`src/rtl/pwm_multi_if.sv`:
```
// Control bus for pwm_multi: run enable, prescaler, period and duty writes.
// The register side drives through master, the PWM core samples through slave.
interface pwm_multi_if #(
    parameter int CH    = 4,
    parameter int RES   = 8,
    parameter int PRE_W = 16
);
    logic              enable;
    logic [PRE_W-1:0]  prescale;
    logic [RES-1:0]    period;
    logic [CH*RES-1:0] duty;
    logic              wr;

    modport master (
        output enable, prescale, period, duty, wr
    );

    modport slave (
        input enable, prescale, period, duty, wr
    );
endinterface

```
`src/rtl/pwm_multi.sv`:
```
// Multi-channel PWM, shared prescaled counter, shadowed duty/period.
// Define PWM_CENTER_ALIGN_EN for a triangle (centre-aligned) counter.
module pwm_multi #(
    parameter int CH    = 4,
    parameter int RES   = 8,
    parameter int PRE_W = 16
) (
    input  logic          clk,
    input  logic          reset,
    pwm_multi_if.slave    bus,
    output logic [CH-1:0] out,
    output logic          period_start
);
    logic [PRE_W-1:0]  pre_cnt, pre_nxt;
    logic [RES-1:0]    cnt, cnt_nxt;
    logic [RES-1:0]    act_per, act_per_nxt, sh_per;
    logic [CH*RES-1:0] act_duty, act_duty_nxt, sh_duty;
    logic              pending, pend_nxt;
    logic              run, start, tick, wrap, load;
    logic [CH-1:0]     out_nxt;
`ifdef PWM_CENTER_ALIGN_EN
    logic              up, up_nxt, climb;
`endif

    always_comb begin
        // first enabled clk restarts a clean period without a wrap
        start   = bus.enable & ~run;
        tick    = bus.enable & run & (pre_cnt == bus.prescale);
        pre_nxt = pre_cnt + PRE_W'(1);
        if (!bus.enable || start || tick)
            pre_nxt = '0;
        cnt_nxt = cnt;
        wrap    = 1'b0;
`ifdef PWM_CENTER_ALIGN_EN
        up_nxt = up;
        climb  = up && (cnt != act_per);
        if (tick) begin
            unique case (1'b1)
                climb: cnt_nxt = cnt + RES'(1);
                (!climb && cnt <= RES'(1)): begin
                    cnt_nxt = '0;
                    up_nxt  = 1'b1;
                    wrap    = 1'b1;
                end
                (!climb && cnt > RES'(1)): begin
                    cnt_nxt = cnt - RES'(1);
                    up_nxt  = 1'b0;
                end
            endcase
        end
        if (!bus.enable || start)
            up_nxt = 1'b1;
`else
        if (tick) begin
            unique case (1'b1)
                (cnt == act_per): begin
                    cnt_nxt = '0;
                    wrap    = 1'b1;
                end
                (cnt != act_per): cnt_nxt = cnt + RES'(1);
            endcase
        end
`endif
        if (!bus.enable || start)
            cnt_nxt = '0;
        load         = wrap | start | ~bus.enable;
        act_per_nxt  = act_per;
        act_duty_nxt = act_duty;
        pend_nxt     = pending | bus.wr;
        if (load) begin
            pend_nxt = 1'b0;
            if (bus.wr) begin
                act_per_nxt  = bus.period;
                act_duty_nxt = bus.duty;
            end else if (pending) begin
                act_per_nxt  = sh_per;
                act_duty_nxt = sh_duty;
            end
        end
        for (int i = 0; i < CH; i++)
            out_nxt[i] = bus.enable &
                (cnt_nxt < act_duty_nxt[i*RES +: RES]);
    end

    always_ff @(posedge clk) begin
        if (reset) begin
            pre_cnt      <= '0;
            cnt          <= '0;
            act_per      <= '0;
            act_duty     <= '0;
            sh_per       <= '0;
            sh_duty      <= '0;
            pending      <= 1'b0;
            run          <= 1'b0;
            out          <= '0;
            period_start <= 1'b0;
        end else begin
            pre_cnt  <= pre_nxt;
            cnt      <= cnt_nxt;
            act_per  <= act_per_nxt;
            act_duty <= act_duty_nxt;
            pending  <= pend_nxt;
            run      <= bus.enable;
            out      <= out_nxt;
            if (bus.wr) begin
                sh_per  <= bus.period;
                sh_duty <= bus.duty;
            end
`ifdef PWM_CENTER_ALIGN_EN
            period_start <= wrap | start;
`else
            period_start <= wrap;
`endif
        end
    end

`ifdef PWM_CENTER_ALIGN_EN
    always_ff @(posedge clk) begin
        if (reset)
            up <= 1'b1;
        else
            up <= up_nxt;
    end
`endif
endmodule
```
`src/flat_wrapper.sv`:
```
// flat-port wrapper written by rule: the top's interface ports become plain ports
module pwm_multi_flat 
#(
    parameter int CH    = 4,
    parameter int RES   = 8,
    parameter int PRE_W = 16
)
  (clk, reset, out, period_start, bus_enable, bus_prescale, bus_period, bus_duty, bus_wr);
  pwm_multi_if #(.CH(CH), .RES(RES), .PRE_W(PRE_W)) bus_i ();
  input  logic clk;
  input  logic reset;
  output logic [CH-1:0] out;
  output logic period_start;
  input wire logic [$bits(bus_i.enable)-1:0] bus_enable;
  input wire logic [$bits(bus_i.prescale)-1:0] bus_prescale;
  input wire logic [$bits(bus_i.period)-1:0] bus_period;
  input wire logic [$bits(bus_i.duty)-1:0] bus_duty;
  input wire logic [$bits(bus_i.wr)-1:0] bus_wr;
  assign bus_i.enable = bus_enable;
  assign bus_i.prescale = bus_prescale;
  assign bus_i.period = bus_period;
  assign bus_i.duty = bus_duty;
  assign bus_i.wr = bus_wr;
  pwm_multi #(.CH(CH), .RES(RES), .PRE_W(PRE_W)) u_core (.clk(clk), .reset(reset), .bus(bus_i), .out(out), .period_start(period_start));
endmodule
```
`config.mk`:
```
export PLATFORM = sky130hd
export DESIGN_NAME = pwm_multi_flat
export DESIGN_NICKNAME = d
export VERILOG_FILES = /design/src/rtl/pwm_multi_if.sv /design/src/rtl/pwm_multi.sv /design/src/flat_wrapper.sv
export SDC_FILE = /design/constraint.sdc
export NUM_CORES = 1
export LEC_CHECK = 0
export CORE_AREA = 2 2 113 115
export DETAILED_ROUTE_END_ITERATION = 8
export DIE_AREA = 0 0 115 117
export PLACE_DENSITY_LB_ADDON = 0.08
export SYNTH_ARGS = -nofsm -noshare
export SYNTH_HDL_FRONTEND = slang
export SYNTH_SLANG_ARGS = --single-unit
```
`constraint.sdc`:
```
create_clock -name clk -period 9.2 [get_ports clk]
set_clock_uncertainty 0.05 [all_clocks]
set_input_delay 1.84 -clock clk [delete_from_list [all_inputs] [get_ports clk]]
set_output_delay 1.84 -clock clk [all_outputs]
set_load 0.01 [all_outputs]
```
## Word level (Yosys, flattened, before mapping)

Cells that the tools add are included.

| cells by class | value |
|---|---|
| $add $sub $neg | 2 |
| magnitude comparators | 4 |
| equal/unequal tests | 3 |
| muxes and demuxes | 10 |
| bitwise gates (word level) | 12 |
| reduce and logical (&&, ||, !) cells | 7 |

Operator list:

| kind | count |
|---|---|
| 32-bit two-way mux | 3 |
| 8-bit < comparator | 4 |
| 8-bit two-way mux | 4 |
| 16-bit by 1-bit adder with 16-bit output, second input constant | 1 |
| 16-bit == test | 1 |
| 8-bit case mux with 2 select lines | 1 |
| 8-bit by 1-bit adder with 8-bit output, second input constant | 1 |
| 8-bit == test | 1 |
| 8-bit inequality test | 1 |
| 1-bit bitwise AND | 7 |
| 2-bit OR reduction | 2 |
| 1-bit OR | 3 |
| 1-bit logical OR | 2 |
| 1-bit two-way mux | 2 |
| 1-bit NOT | 2 |
| 2-bit AND reduction | 1 |
| 2-bit nonzero test | 1 |
| 1-bit logical NOT | 1 |

| storage, ports and cells | value |
|---|---|
| flip-flop bits (word level) | 111 |
| output and inout bits | 5 |
| word-level logic and storage cells | 48 |

## Logic depth before layout (Yosys ltp)

Gate-level depths: netlist (run 1).

| depth | value |
|---|---|
| word-level depth | 8 |
| depth in mapped cells | 15 |
| mapped depth without buffers | 13 |

## Worst setup path before layout (run 1)

Ideal clock, no wire load.

| path | value |
|---|---|
| path type | input to register |
| from | in bus_prescale[11] |
| to | reg u_core.out[2] |
| arrival time | 4637 ps |
| required time | 9047 ps |
| slack | 4409 ps |
| cell stages on the path | 13 |
| cell sequence | xor2_1 -> nor4_2 -> nand4_2 -> o31ai_4 -> buf_6 -> nand2_4 -> buf_4 -> a22oi_2 -> ha_1 -> a21o_1 -> a211oi_1 -> o211ai_2 -> a2111oi_2 |

| between the ends | value |
|---|---|
| cells in the longest elaborated chain, start to end | 8 |
| elaborated cells on any way between the ends | 10 |
| those cells by class | 1 x order compare; 1 x eq/ne; 4 x mux; 4 x bitwise |

RTL lines:

| item | line | RTL |
|---|---|---|
| start, declared | flat_wrapper.sv:15 | `input wire logic [$bits(bus_i.prescale)-1:0] bus_prescale;` |
| 16-bit == test (*) | pwm_multi.sv:28 | `tick = bus.enable & run & (pre_cnt == bus.prescale);` |
| 1-bit bitwise AND (*) | pwm_multi.sv:28 |  |
| 1-bit two-way mux | pwm_multi.sv:54 | `if (tick) begin` |
| 1-bit OR (2 in series) | pwm_multi.sv:66 | `load = wrap \| start \| ~bus.enable;` |
| 32-bit two-way mux | pwm_multi.sv:70 | `if (load) begin` |
| 8-bit < comparator (*) | pwm_multi.sv:82 | `(cnt_nxt < act_duty_nxt[i*RES +: RES]);` |
| 1-bit bitwise AND (*) | pwm_multi.sv:81 | `out_nxt[i] = bus.enable &` |
| end signal, assigned | pwm_multi.sv:104 | `out <= out_nxt;` |
| end, declared | pwm_multi.sv:11 | `output logic [CH-1:0] out,` |

Every way passes the cells marked *; elsewhere a longest branch is shown, timed or not.
A chain may end at the register's enable or synchronous reset.

## Final worst setup path (run 1)

| path | value |
|---|---|
| from | in bus_prescale[12] |
| to | reg u_core.out[1] |

The elaborated chain is that of the path after synthesis.

==> impl_results.md, run 1 <==
* Comb power frac at between 10% and 20%
* TritonCTS Buffers at 9
* Fmax at 169 MHz
* Sink Count at 111
* Main area contributors after synthesis: dfxtp_1, mux2i_1, nor2_1, ha_1, a22oi_2
* Syn_nets at 637
* Die height at roughly 120 um
* Total Wirelength at approximately 11 mm
* Count leader, synth: dfxtp_1
* Arrival time worst endpoint at just over 6 ns
* Clock power frac at 36.8%
* IO Pins at 65
* Compound-cell area share of the yosys netlist at 18.9%
* Initial antenna violation count at 0
* Max Fanout on Critical Path at 44
* Main combinational cell family by area after synthesis: compound AO/OA/AOI/OAI gates
* Syn_area_per_cell at between 9 and 10 sq um
* Final Util at 51.7%
* Tmin final at 5.93 ns
* Layout fillers at 1157
* Maximum vdd drop at ~0.00011 V
* Root Driver: clkbuf_16
* TritonCTS clock tree: yes
* Multi-input logic area at between 3000 and 4000 sq um
* CP Capture Type: flop
* Vias/cell at between 5 and 6
* Skew-Pair Late Insertion Delay at between 0.3 and 0.4 ns
* Pin count of the biggest net entering global routing at between 90 and 100
* Max-Cap Viols at 0
* ANT cells at 0
* Core Box Area at 12300 sq um
* Sw Ratio at 23.5%
* Post-synthesis mux area share at 7.69%
* Yosys top cell by area: dfxtp_1
* Detailed Place HPWL at 7.54 mm
* Post-synth top cells: dfxtp_1, nor2_1, mux2i_1
* Total power at a little over 0.001 W
* Antenna Nets Post-Route at 0
* Async SR Flop Fraction at 0%
* Fin. Hold Viols at 0
* 1st-iter DRT viols at about 160
* Tot GR Track Use at 17.3%
* Hold_ws at 0.436 ns
* Setup TNS at 0 ns
* Crit path kind: in2reg
* CTS clk-pin slew, worst paths at 0.06 ns
* LEAKAGE at around 2.6 nW
* Nets at 682
* Post-DR wirelength/cell at about 15 um
* Synth Warn # at 0
* Layout cells sized above 1 at 10.8%
* Pins over their slew limit at 0
* Mapped Cells at 547
* Synthesized area at 5400 sq um
* Htree depth at 3
* Worst path required time at between 9 and 10 ns
* Rows at a little over 40
* # setup viols final at 0
* Routed via count at 3996
* Slew margin rel. at 40.3%
* Die Footprint at 13500 sq um
* Sequential Area at about 2200 sq um
* Synth top area share at 41.1%
* Vias in the first global route at 3753
* Post-CTS Setup Inserts at 0
* Post-Synth Simple-Gate Area at 15.2%
* Reg power frac at 50.6%
* Gp weighted congestion at 0.822
* Worst slew pin tran at about 0.90 ns
* Drt pass-1 iters at 4
* Post-synth cell types at 45
* Int Pwr at 0.000774 W
* Post-Synth XOR/XNOR Area at under 10%
* Post-synthesis adder-cell area fraction at roughly 6.9%
* Post-synth EDFFs at 0
* Final global-route overflow total at 0
* Outcome: complete, no violations
* Yosys reg bits at between 100 and 150
* Die width at 115 um
* Residual DRC at 0
* RSZ-0062 raised after global routing: false
* Final period utilization at between 60% and 70%
* Synth-to-Final Area Change at 17.9%
* Hold Path Class: reg2reg
* PortBufs at 64
* Initial Util at 43.9%
* Sw power at approximately 0.00024 W
* Post-synthesis sequential area ratio at 41.1%
* Hold_buf cts at 0
* Post-CTS Resized at 0
* Pwr dens at roughly 160 nW/um^2
* Clock Tree Buf Depth at 2
* First-pass GRT wire length at 18.0 mm
* Primary FF master, synth: dfxtp_1
* Crit start category: primary input
-- layout make-up --
cell class              count  area share [%]
repair buffers             68            10.4
multi-input cells         398            47.3
flip-flops and latches    111            34.9
clock inverters             2           0.550
inverters                   4           0.236
clock buffers              11            3.65
well taps                 150            2.95
-- flip-flops by register name, summed over array words and instances (netlist names) --
signal / count
u_core.act_per: 8
u_core.run: 1
u_core.sh_duty: 32
u_core.pre_cnt: 16
u_core.act_duty: 32
u_core.sh_per: 8
u_core.period_start: 1
u_core.cnt: 8
u_core.pending: 1
u_core.out: 4
-- through the flow --
stage               setup slack, ns  cell area [sq um]  cells
floorplan                      4.41               5400    547
global placement               3.06               6100    731
detailed placement             2.90               6100    731
CTS                            3.27               6370    744
global route                   2.96               6370    744
finish                         3.27               6370    744
-- layer usage --
metal / wire [um] / share of wire, % / GRT usage (%) / vias up
met1: 5230 / 47 / 22.2 / 1871
met3: 349 / 3.2 / 3.09 / 20
met2: 5190 / 47 / 28.4 / 59
met4: 252 / 2.3 / 8.11 / 0
met5: 0 / 0 / 0 / -
li1: - / - / - / 2046
-- cells by family after synthesis --
family                   count (synthesis)
XOR/XNOR                                43
AND/OR/NAND/NOR                        176
AO/OA/AOI/OAI                          108
buffers and inverters                   38
adder cells (fa/ha/maj)                 30
flip-flops                             111
multiplexers                            41
-- power by group through the flow --
stage,sequential (W),combinational (W),clock (W)
2_1_floorplan,0.000521,0.0000835,0
3_3_place_gp,0.000522,0.000126,0
3_5_place_dp,0.000523,0.000128,0
4_1_cts,0.000512,0.000129,0.000385
5_1_grt,0.000514,0.000141,0.000399
6_report,0.000512,0.000127,0.000372
-- path summary, 6_finish.rpt --
kind                startpoint                 to  slack [ns]  cells past startpoint
min reg2reg  u_core.pre_cnt[0]  u_core.pre_cnt[0]        0.44                      1
max           bus_prescale[12]      u_core.out[1]        3.27                     13
min          u_core.pre_cnt[0]  u_core.pre_cnt[0]        0.44                      1
max reg2reg  u_core.pre_cnt[1]      u_core.out[1]        4.86                     12
-- placed cells by master, fill, tap and decap left out, drive strengths merged, types with 10 or more instances in the layout --
cell | Yosys | layout
dfxtp | 111 | 111
nor2 | 104 | 104
clkdlybuf4s50 | 0 | 62
mux2i | 40 | 40
xor2 | 34 | 34
ha | 30 | 30
a22o | 28 | 28
a22oi | 28 | 28
nand2 | 20 | 20
nand3 | 11 | 11
clkbuf | 25 | 11
nand4 | 10 | 10
-- critical path, stage by stage --
cell and delay, ns:
clkdlybuf4s50_1 0.42, xor2_1 0.16, nor4_1 0.43, o211ai_1 0.25, o31ai_4 0.25, buf_4 0.52, nand2_4 0.49, a22oi_2 0.36
ha_1 0.28, a21o_1 0.18, a211oi_1 0.38, o211ai_2 0.15, a2111oi_2 0.35
Note: power is estimated with default switching activity, not from simulation.
==> inputs of run 2 (changes only) <==
==> constraint.sdc (replaced) <==
create_clock -name clk -period 5.6 [get_ports clk]
set_clock_uncertainty 0.05 [all_clocks]
set_input_delay 1.12 -clock clk [delete_from_list [all_inputs] [get_ports clk]]
set_output_delay 1.12 -clock clk [all_outputs]
set_load 0.01 [all_outputs]
==> run 2 against run 1 <==
Die area is the same. First-iteration DRC count shrank 18%. Clock power grew 72%. Total power grew 67%. Setup slack lost 2.3 ns. Core utilization grew 0.41 points. Non-clock buffer count grew 4. Final area grew 0.79%. Sequential power grew 64%. Critical endpoint is now u_core.out[2]. Largest cell class unchanged. Highest routed layer unchanged.
==> impl_results.md, run 2 (synthesized netlist as in run 1, its figures left out) <==
* Post-DR wirelength/cell at about 15 um
* Hold Path Class: reg2reg
* PortBufs at 64
* Crit start category: primary input
* Residual DRC at 0
* Drt pass-1 iters at 5
* Worst path required time at 5.79 ns
* Initial Util at 43.9%
* LEAKAGE at approximately 2.6 nW
* Die height at 117 um
* Skew-Pair Late Insertion Delay at 0.35 ns
* Die width at 115 um
* Final global-route overflow total at 0
* CP Capture Type: flop
* Final period utilization at 82.0%
* Fmax at 218 MHz
* Sink Count at 111
* Worst slack at placement at 0.565 ns
* Outcome: complete, no violations
* Initial antenna violation count at 0
* Nets at 686
* Post-CTS Setup Inserts at 0
* Arrival time worst endpoint at 4.79 ns
* Pwr dens at 263 nW/um^2
* Maximum vdd drop at between 0.00015 and 0.0002 V
* Htree depth at 3
* IO Pins at 65
* Slew margin rel. at a little under three fifths
* Most common cell after layout, fill and taps aside: dfxtp_1
* Vias in the first global route at 3740
* Layout cells sized above 1 at 11.7%
* PnR worst setup slack at 1.01 ns
* Setup TNS at 0 ns
* Core Box Area at between 10000 and 15000 sq um
* Total Wirelength at 11.1 mm
* ANT cells at 0
* 1st-iter DRT viols at 134
* First-pass GRT wire length at 18.2 mm
* Commonest cells after routing, fill and taps aside: dfxtp_1, nor2_1, clkdlybuf4s50_1, mux2i_1, xor2_1
* Top flop regs: u_core.act_duty x32, u_core.sh_duty x32, u_core.pre_cnt x16
* TritonCTS Buffers at 9
* Root Driver: clkbuf_16
* Fin. Hold Viols at 0
* Pin count of the biggest net entering global routing at 61
* Hold_buf cts at 0
* Routed via count at 4011
* Crit path kind: in2reg
* Clock Tree Buf Depth at 2
* TritonCTS clock tree: yes
* Pins over their slew limit at 0
* Vias/cell at 5.36
* Worst slew pin tran at 0.651 ns
* RSZ-0062 raised after global routing: false
* Synth-to-Final Area Change at 18.8%
* CTS clk-pin slew, worst paths at 0.07 ns
* # setup viols final at 0
* Rows at 41
* Post-CTS Resized at 0
* Max-Cap Viols at 0
* Max Fanout on Critical Path at 43
* Tmin final at 4.59 ns
* Detailed Place HPWL at 7.95 mm
* Total power at 0.00169 W
* Die Footprint at 13500 sq um
* Antenna Nets Post-Route at 0
* Gp weighted congestion at around 0.8
* Tot GR Track Use at 17.3%
run 2: critical path, cell delays in order:
cell	delay, ns
clkdlybuf4s50_1	0.42
xor2_1	0.17
nor4_1	0.38
o211ai_1	0.25
o31ai_4	0.32
buf_4	0.52
nor2_1	0.21
ha_1	0.34
a21o_1	0.18
a211oi_1	0.33
o211ai_2	0.14
a2111oi_2	0.39
run 2: stage by stage:
| step | instances | instance area [sq um] | hold WS [ns] | utilization [%] |
|---|---|---|---|---|
| global route | 749 | 6420 | 0.460 | 52.1 |
| global placement | 735 | 6130 | 0.409 | 49.8 |
| detailed placement | 735 | 6130 | 0.420 | 49.8 |
| finish | 749 | 6420 | 0.440 | 52.1 |
| floorplan | 547 | 5400 | 0.397 | - |
| CTS | 749 | 6420 | 0.433 | 52.1 |
run 2: path summary, 6_finish.rpt:
check,from,endpoint,slack [ns],cells after the start
worst min register to register,u_core.sh_duty[24],u_core.sh_duty[24],0.44,2
worst max-delay path,bus_prescale[12],u_core.out[2],1.01,12
worst min-delay path,u_core.sh_duty[24],u_core.sh_duty[24],0.44,2
worst max register to register,u_core.cnt[3],u_core.out[2],1.84,11
run 2: area by class of cell:
cell class | instances | area (sq um)
clock buffers | 11 | 243
fillers | 1151 | 5890
flip-flops and latches | 111 | 2220
multi-input cells | 398 | 3010
well taps | 150 | 188
repair buffers | 72 | 693
inverters | 4 | 15.0
clock inverters | 3 | 45.0
run 2: metal layers:
layer | global-route usage [%] | part of all wire [%]
met5 | 0 | 0
met4 | 6.02 | 1.5
met3 | 3.55 | 3.1
met2 | 28.5 | 47
met1 | 22.8 | 49
run 2: power breakdown:
group	total, W	internal, W	switching [W]
clock network	0.000639	0.000354	0.000285
logic	0.000211	0.000107	0.000104
registers	0.000841	0.000826	0.0000156
==> RTL edit 1 (settings of run 2) <==
The option `PWM_CENTER_ALIGN_EN` is turned on by a define.
--- a/src/rtl/pwm_multi.sv
+++ b/src/rtl/pwm_multi.sv
@@ -1,4 +1,6 @@
 // Multi-channel PWM, shared prescaled counter, shadowed duty/period.
 // Define PWM_CENTER_ALIGN_EN for a triangle (centre-aligned) counter.
+`define PWM_CENTER_ALIGN_EN
+
 module pwm_multi #(
     parameter int CH    = 4,
Function: changed (a bounded check fails within 4 cycles, from zero or initial values and one cycle with reset high).
==> RTL edit 1 against run 2 <==
  * Wire length grew 27%
  * Total power grew 3.6%
  * Worst setup slack lost 0.0069 ns
  * Count of clock-buffer cells in the layout shrank 2
  * Utilization grew 2.6 points
  * Area after synthesis grew 5.9%
  * Cell area grew 5.1%
  * Combinational power grew 21%
  * Hold slack lost 0.024 ns
  * Sequential cell count grew 1
  * Largest cell class unchanged
  * Highest routed layer unchanged
==> RTL edit 1: results (changes against run 2) <==
After synthesis, the most frequently instantiated cells are sky130_fd_sc_hd__dfxtp_1 (112), sky130_fd_sc_hd__nor2_1 (110), sky130_fd_sc_hd__o22a_1 (64). The launching point of the worst reg2reg path is u_core.cnt[4]. The setup slack on the worst flop-to-flop path is 1.48 ns (-0.36 ns). The data arrival time of the critical path came out at 4.83 ns (+0.04 ns).

The net count after synthesis is 732 (+15%). The final estimated routing congestion in global placement was 0.839 (+2.3%). The aggregate routed wire length came out at 14.1 mm (+27%). The filler cell count came out at 1169 (+1.6%). The number of distinct standard cells referenced by the synthesized netlist came out at 44 (-2.2%). The post-placement cell area is 6450 sq um (+5.3%). The largest fanout on the critical path came out at 25 (-42%). The number of DRC markers after the initial detailed-route iteration is 353 (+160%). The mean post-synth cell area is 8.94 sq um (-9.5%). After synthesis, the cell types taking the most area are sky130_fd_sc_hd__dfxtp_1 (39%), sky130_fd_sc_hd__o22a_1 (9.8%), sky130_fd_sc_hd__mux2i_1 (7.3%). The maximum ir drop on the vdd rail is 0.000196 V (+24%). The overall fraction of global-route tracks in use was 21.6% (+4.3 points). The global-route wire length before repair is 22.8 mm (+26%). The flow ran to the end, and the final reports show no timing, DRC or antenna violations. The ratio of cells with drive above 1 in the final layout came out at 5.81% (-5.9 points). The instance count along the most critical hold path came out at 1 (-1). The total vias in the final route is 4794 (+20%).

The count of cells along the worst register-to-register path is 12 (+1). The detailed-router iteration count before antenna repair is 4 (-1). The worst hold path begins at u_core.run.

The worst slew slack as a fraction of its limit is 37.5% (-19 points).
[RTL edit 1: how the worst max path moves through the flow]
stage               startpoint            end  slack (ns)  cells after the start
2_1_floorplan  bus_prescale[7]  u_core.out[0]        1.63                     14
3_3_place_gp   bus_prescale[7]  u_core.out[3]        0.77                     13
3_5_place_dp   bus_prescale[8]  u_core.out[3]        0.68                     13
4_1_cts        bus_prescale[8]  u_core.out[3]        1.01                     13
5_1_grt        bus_prescale[5]  u_core.out[3]        0.77                     13
6_report       bus_prescale[8]  u_core.out[3]         1.0                     13
[RTL edit 1: cells by family after synthesis]
kind of cell    after synthesis  synth area share (%)
fa+ha+maj                    32                  7.00
simple gates                204                  16.1
buf+inv                      49                  3.59
compound gates              166                  21.4
xor+xnor                     35                  5.36
mux                          42                  7.35
flops                       112                  39.2
[RTL edit 1: critical path, delay by kind of cell]
family	cells	cell delay [ns]
simple gates	4	1.21
buf+inv	2	0.77
compound gates	5	1.26
xor+xnor	1	0.17
fa+ha+maj	1	0.29
[RTL edit 1: routing by layer]
layer	up-vias	track usage [%]	part of all wire, %
met1	2253	27.9	48
met3	21	5.46	5.8
li1	2400	-	-
met4	0	6.83	1.7
met2	120	35.6	45
met5	-	0	0
[RTL edit 1: area by class of cell]
class                      count  area, sq um  area share [%]
timing repair buffer          75          716            10.6
antenna                        1         2.50          0.0371
inverter                       6         22.5           0.334
multi-input combinational    479         3290            48.7
sequential                   112         2240            33.2
clock buffer                   9          225            3.34
clock inverter                 7         62.6           0.928
tap                          150          188            2.78
[RTL edit 1: power by group through the flow]
stage	Sequential, mW	Clock, mW	Combinational [mW]
2_1_floorplan	0.877	0	0.169
3_3_place_gp	0.880	0	0.251
3_5_place_dp	0.883	0	0.257
4_1_cts	0.864	0.651	0.259
5_1_grt	0.869	0.680	0.285
6_report	0.865	0.630	0.256
==> RTL edit 2 (config.mk and constraints of run 2) <==
Without the edit above. Remove the register `out`: a continuous assignment takes its place, so the output `out` follows one clock earlier.
--- a/src/rtl/pwm_multi.sv
+++ b/src/rtl/pwm_multi.sv
@@ -93,5 +93,4 @@
             pending      <= 1'b0;
             run          <= 1'b0;
-            out          <= '0;
             period_start <= 1'b0;
         end else begin
@@ -102,5 +101,4 @@
             pending  <= pend_nxt;
             run      <= bus.enable;
-            out      <= out_nxt;
             if (bus.wr) begin
                 sh_per  <= bus.period;
@@ -115,4 +113,6 @@
     end
 
+    assign out = out_nxt;
+
 `ifdef PWM_CENTER_ALIGN_EN
     always_ff @(posedge clk) begin
Formal check against the unedited RTL: not equivalent (Yosys sat finds a counterexample within 4 cycles, from zero or initial values and one cycle with reset high).
==> RTL edit 2 against run 2 <==
  * Non-clock buffer count up 53
  * Worst setup slack worse by 0.84 ns
  * First-iteration DRC count up 25%
  * Cell area up 6.3%
  * Global-route usage up 1.3 points
  * Sequential cell count down 4
  * Area after synthesis down 5.8%
  * Die area unchanged
  * Fmax down 15%
  * Total power down 0.91%
  * Wire length up 8.5%
  * Clock power down 2%
  * Largest cell class unchanged
==> RTL edit 2: results (changes against run 2) <==
The largest net degree at the start of global routing is 59 (-3.3%). In this run the critical register-to-register path is launched from u_core.pre_cnt[6]. The overall fraction of global-route tracks in use came out at 18.7% (+1.3 points).

The detailed-router iteration count before antenna repair came out at 4 (-1). The average via count per standard cell came out at 5.16 (-3.7%). By area the synthesized netlist is led by sky130_fd_sc_hd__dfxtp_1 (42%), sky130_fd_sc_hd__nor2_1 (8.5%), sky130_fd_sc_hd__mux2i_1 (8.3%). The share of power burned in registers is 48.4% (-1.3 points).

For hold timing, the worst endpoint is u_core.sh_duty[24]. The number of enable flip-flop cells after synthesis was 0 (unchanged). The cell family contributing the most delay on the critical path is simple AND/OR/NAND/NOR gates. The setup slack on the worst flop-to-flop path was 2.52 ns (+0.68 ns). The net count after synthesis is 631 (-0.94%). By count the netlist is led by sky130_fd_sc_hd__nor2_1 (115), sky130_fd_sc_hd__dfxtp_1 (107), sky130_fd_sc_hd__mux2i_1 (42). The number of distinct standard cells referenced by the synthesized netlist is 41 (-8.9%). The tree is rooted in a sky130_fd_sc_hd__clkbuf_16. The run finished with clean final reports. The startpoint identified for the worst hold timing path is u_core.sh_duty[24]. The global-route wire length before repair came out at 19.5 mm (+7.5%). Following the worst setup path forward leads to its endpoint at out[2]. The net switching power figure came to 0.403 mW (-0.22%). The final estimated routing congestion in global placement is 0.840 (+2.4%).

The number of antenna violations at the first check in global routing was 0 (unchanged). The H-tree level count came out at 3 (unchanged). The largest registers in the layout are u_core.act_duty: 32 flops, u_core.sh_duty: 32 flops, u_core.pre_cnt: 16 flops.

The worst slew slack as a fraction of its limit is 45.6% (-11 points). The delay of the slowest critical-path stage came out at 0.31 ns (-0.21 ns). The remaining antenna violation count after routing came out at 0 (unchanged). The instance count along the most critical hold path came out at 2 (unchanged). The detailed placer's ending HPWL came out at 8.35 mm (+5.0%). The post-placement cell area came to 6060 sq um (-1.2%). The number of antenna repair diodes is 0 (unchanged). The clock edge transition at the registers on the reported setup and hold paths is approximately 0.060 ns. The via count of the first global-routing pass is 3974 (+6.3%). The endpoint of the worst-slack reg-to-reg timing path is u_core.act_per[6]. The detail-routed net length per standard cell is 15.1 um (+1.7%). The number of DRC markers after the initial detailed-route iteration was 167 (+25%).

The largest fanout on the critical path came out at 5 (-88%). The total number of nets in the final design was 734 (+7.0%). The mean post-synth cell area came out at 9.41 sq um (-4.8%). The post-synthesis sequential area ratio came out at 42.1% (+0.97 points).

The maximum ir drop on the vdd rail is 0.000123 V (-22%). The ratio of cells with drive above 1 in the final layout came out at 19.1% (+7.4 points). The part of the total power dissipated in the clock network came to 37.3% (-0.5 points). The aggregate routed wire length came out at 12.1 mm (+8.5%). The number of input and output port buffers inserted came out at 64 (unchanged). Among all stages on the critical path, the largest delay is contributed by sky130_fd_sc_hd__nor4_2. The leakage power of the design came out at 2.98 nW (+14%). The maximum root-to-sink buffer count is 2 (unchanged). The filler cell count is 1146 (-0.43%). The total of warnings raised by yosys came out at 0 (unchanged).

The critical path starts at bus_prescale[1]. The cell count after placement is 760 (+3.4%). The path class of the lowest-slack min-delay path is reg -> reg.
==> RTL edit 2: changes by cell type in the layout (fill, tap and decap cells not counted), sizes merged, moves of 7 or more <==
cell / delta
buf: +56
clkdlybuf4s50: -13
nor2: +11
a211oi: +9
nand3b: -8
o31ai: -8
dlymetal6s2s: +7
==> RTL edit 2: what timing repair did <==
item,in CTS,in global routing
cloned,1,0
hold buffers,0,0
setup endpoints to repair,4,4
buffers inserted,15,8
endpoints found under the hold margin,0,0
gates resized for setup,54,27
pin swaps,21,30
==> RTL edit 2: through the flow <==
stage | util, % | hold WS [ns] | setup slack [ns] | total power [mW]
CTS | 54.0 | 0.435 | 0.0104 | 1.69
floorplan | - | 0.397 | 0.531 | 0.951
global placement | 49.2 | 0.411 | -0.719 | 1.04
finish | 55.4 | 0.430 | 0.168 | 1.68
global route | 55.4 | 0.459 | 0.00994 | 1.75
detailed placement | 49.2 | 0.424 | -0.749 | 1.05
==> RTL edit 2: cell families after synthesis <==
family | Yosys count | synth area share [%]
multiplexers | 43 | 8.48
AO/OA/AOI/OAI | 103 | 16.1
adder cells (fa/ha/maj) | 30 | 7.38
AND/OR/NAND/NOR | 179 | 15.6
flip-flops | 107 | 42.1
XOR/XNOR | 43 | 7.40
buffers and inverters | 36 | 3.00
==> RTL edit 2: layout make-up <==
cell class,count,area [sq um],area share (%)
well taps,150,188,2.75
flip-flops and latches,107,2140,31.4
repair buffers,125,1170,17.2
multi-input cells,398,3020,44.2
clock inverters,1,5.00,0.0734
clock buffers,15,288,4.22
inverters,3,11.3,0.165
==> RTL edit 2: per-layer routing <==
metal  global-route usage (%)  wire length, um  vias to the layer above
li1                         -                -                     2128
met1                     24.3             5790                     1915
met2                     31.3             5690                       63
met3                     2.88              366                       14
met4                     7.47              210                        0
met5                        0                0                        -
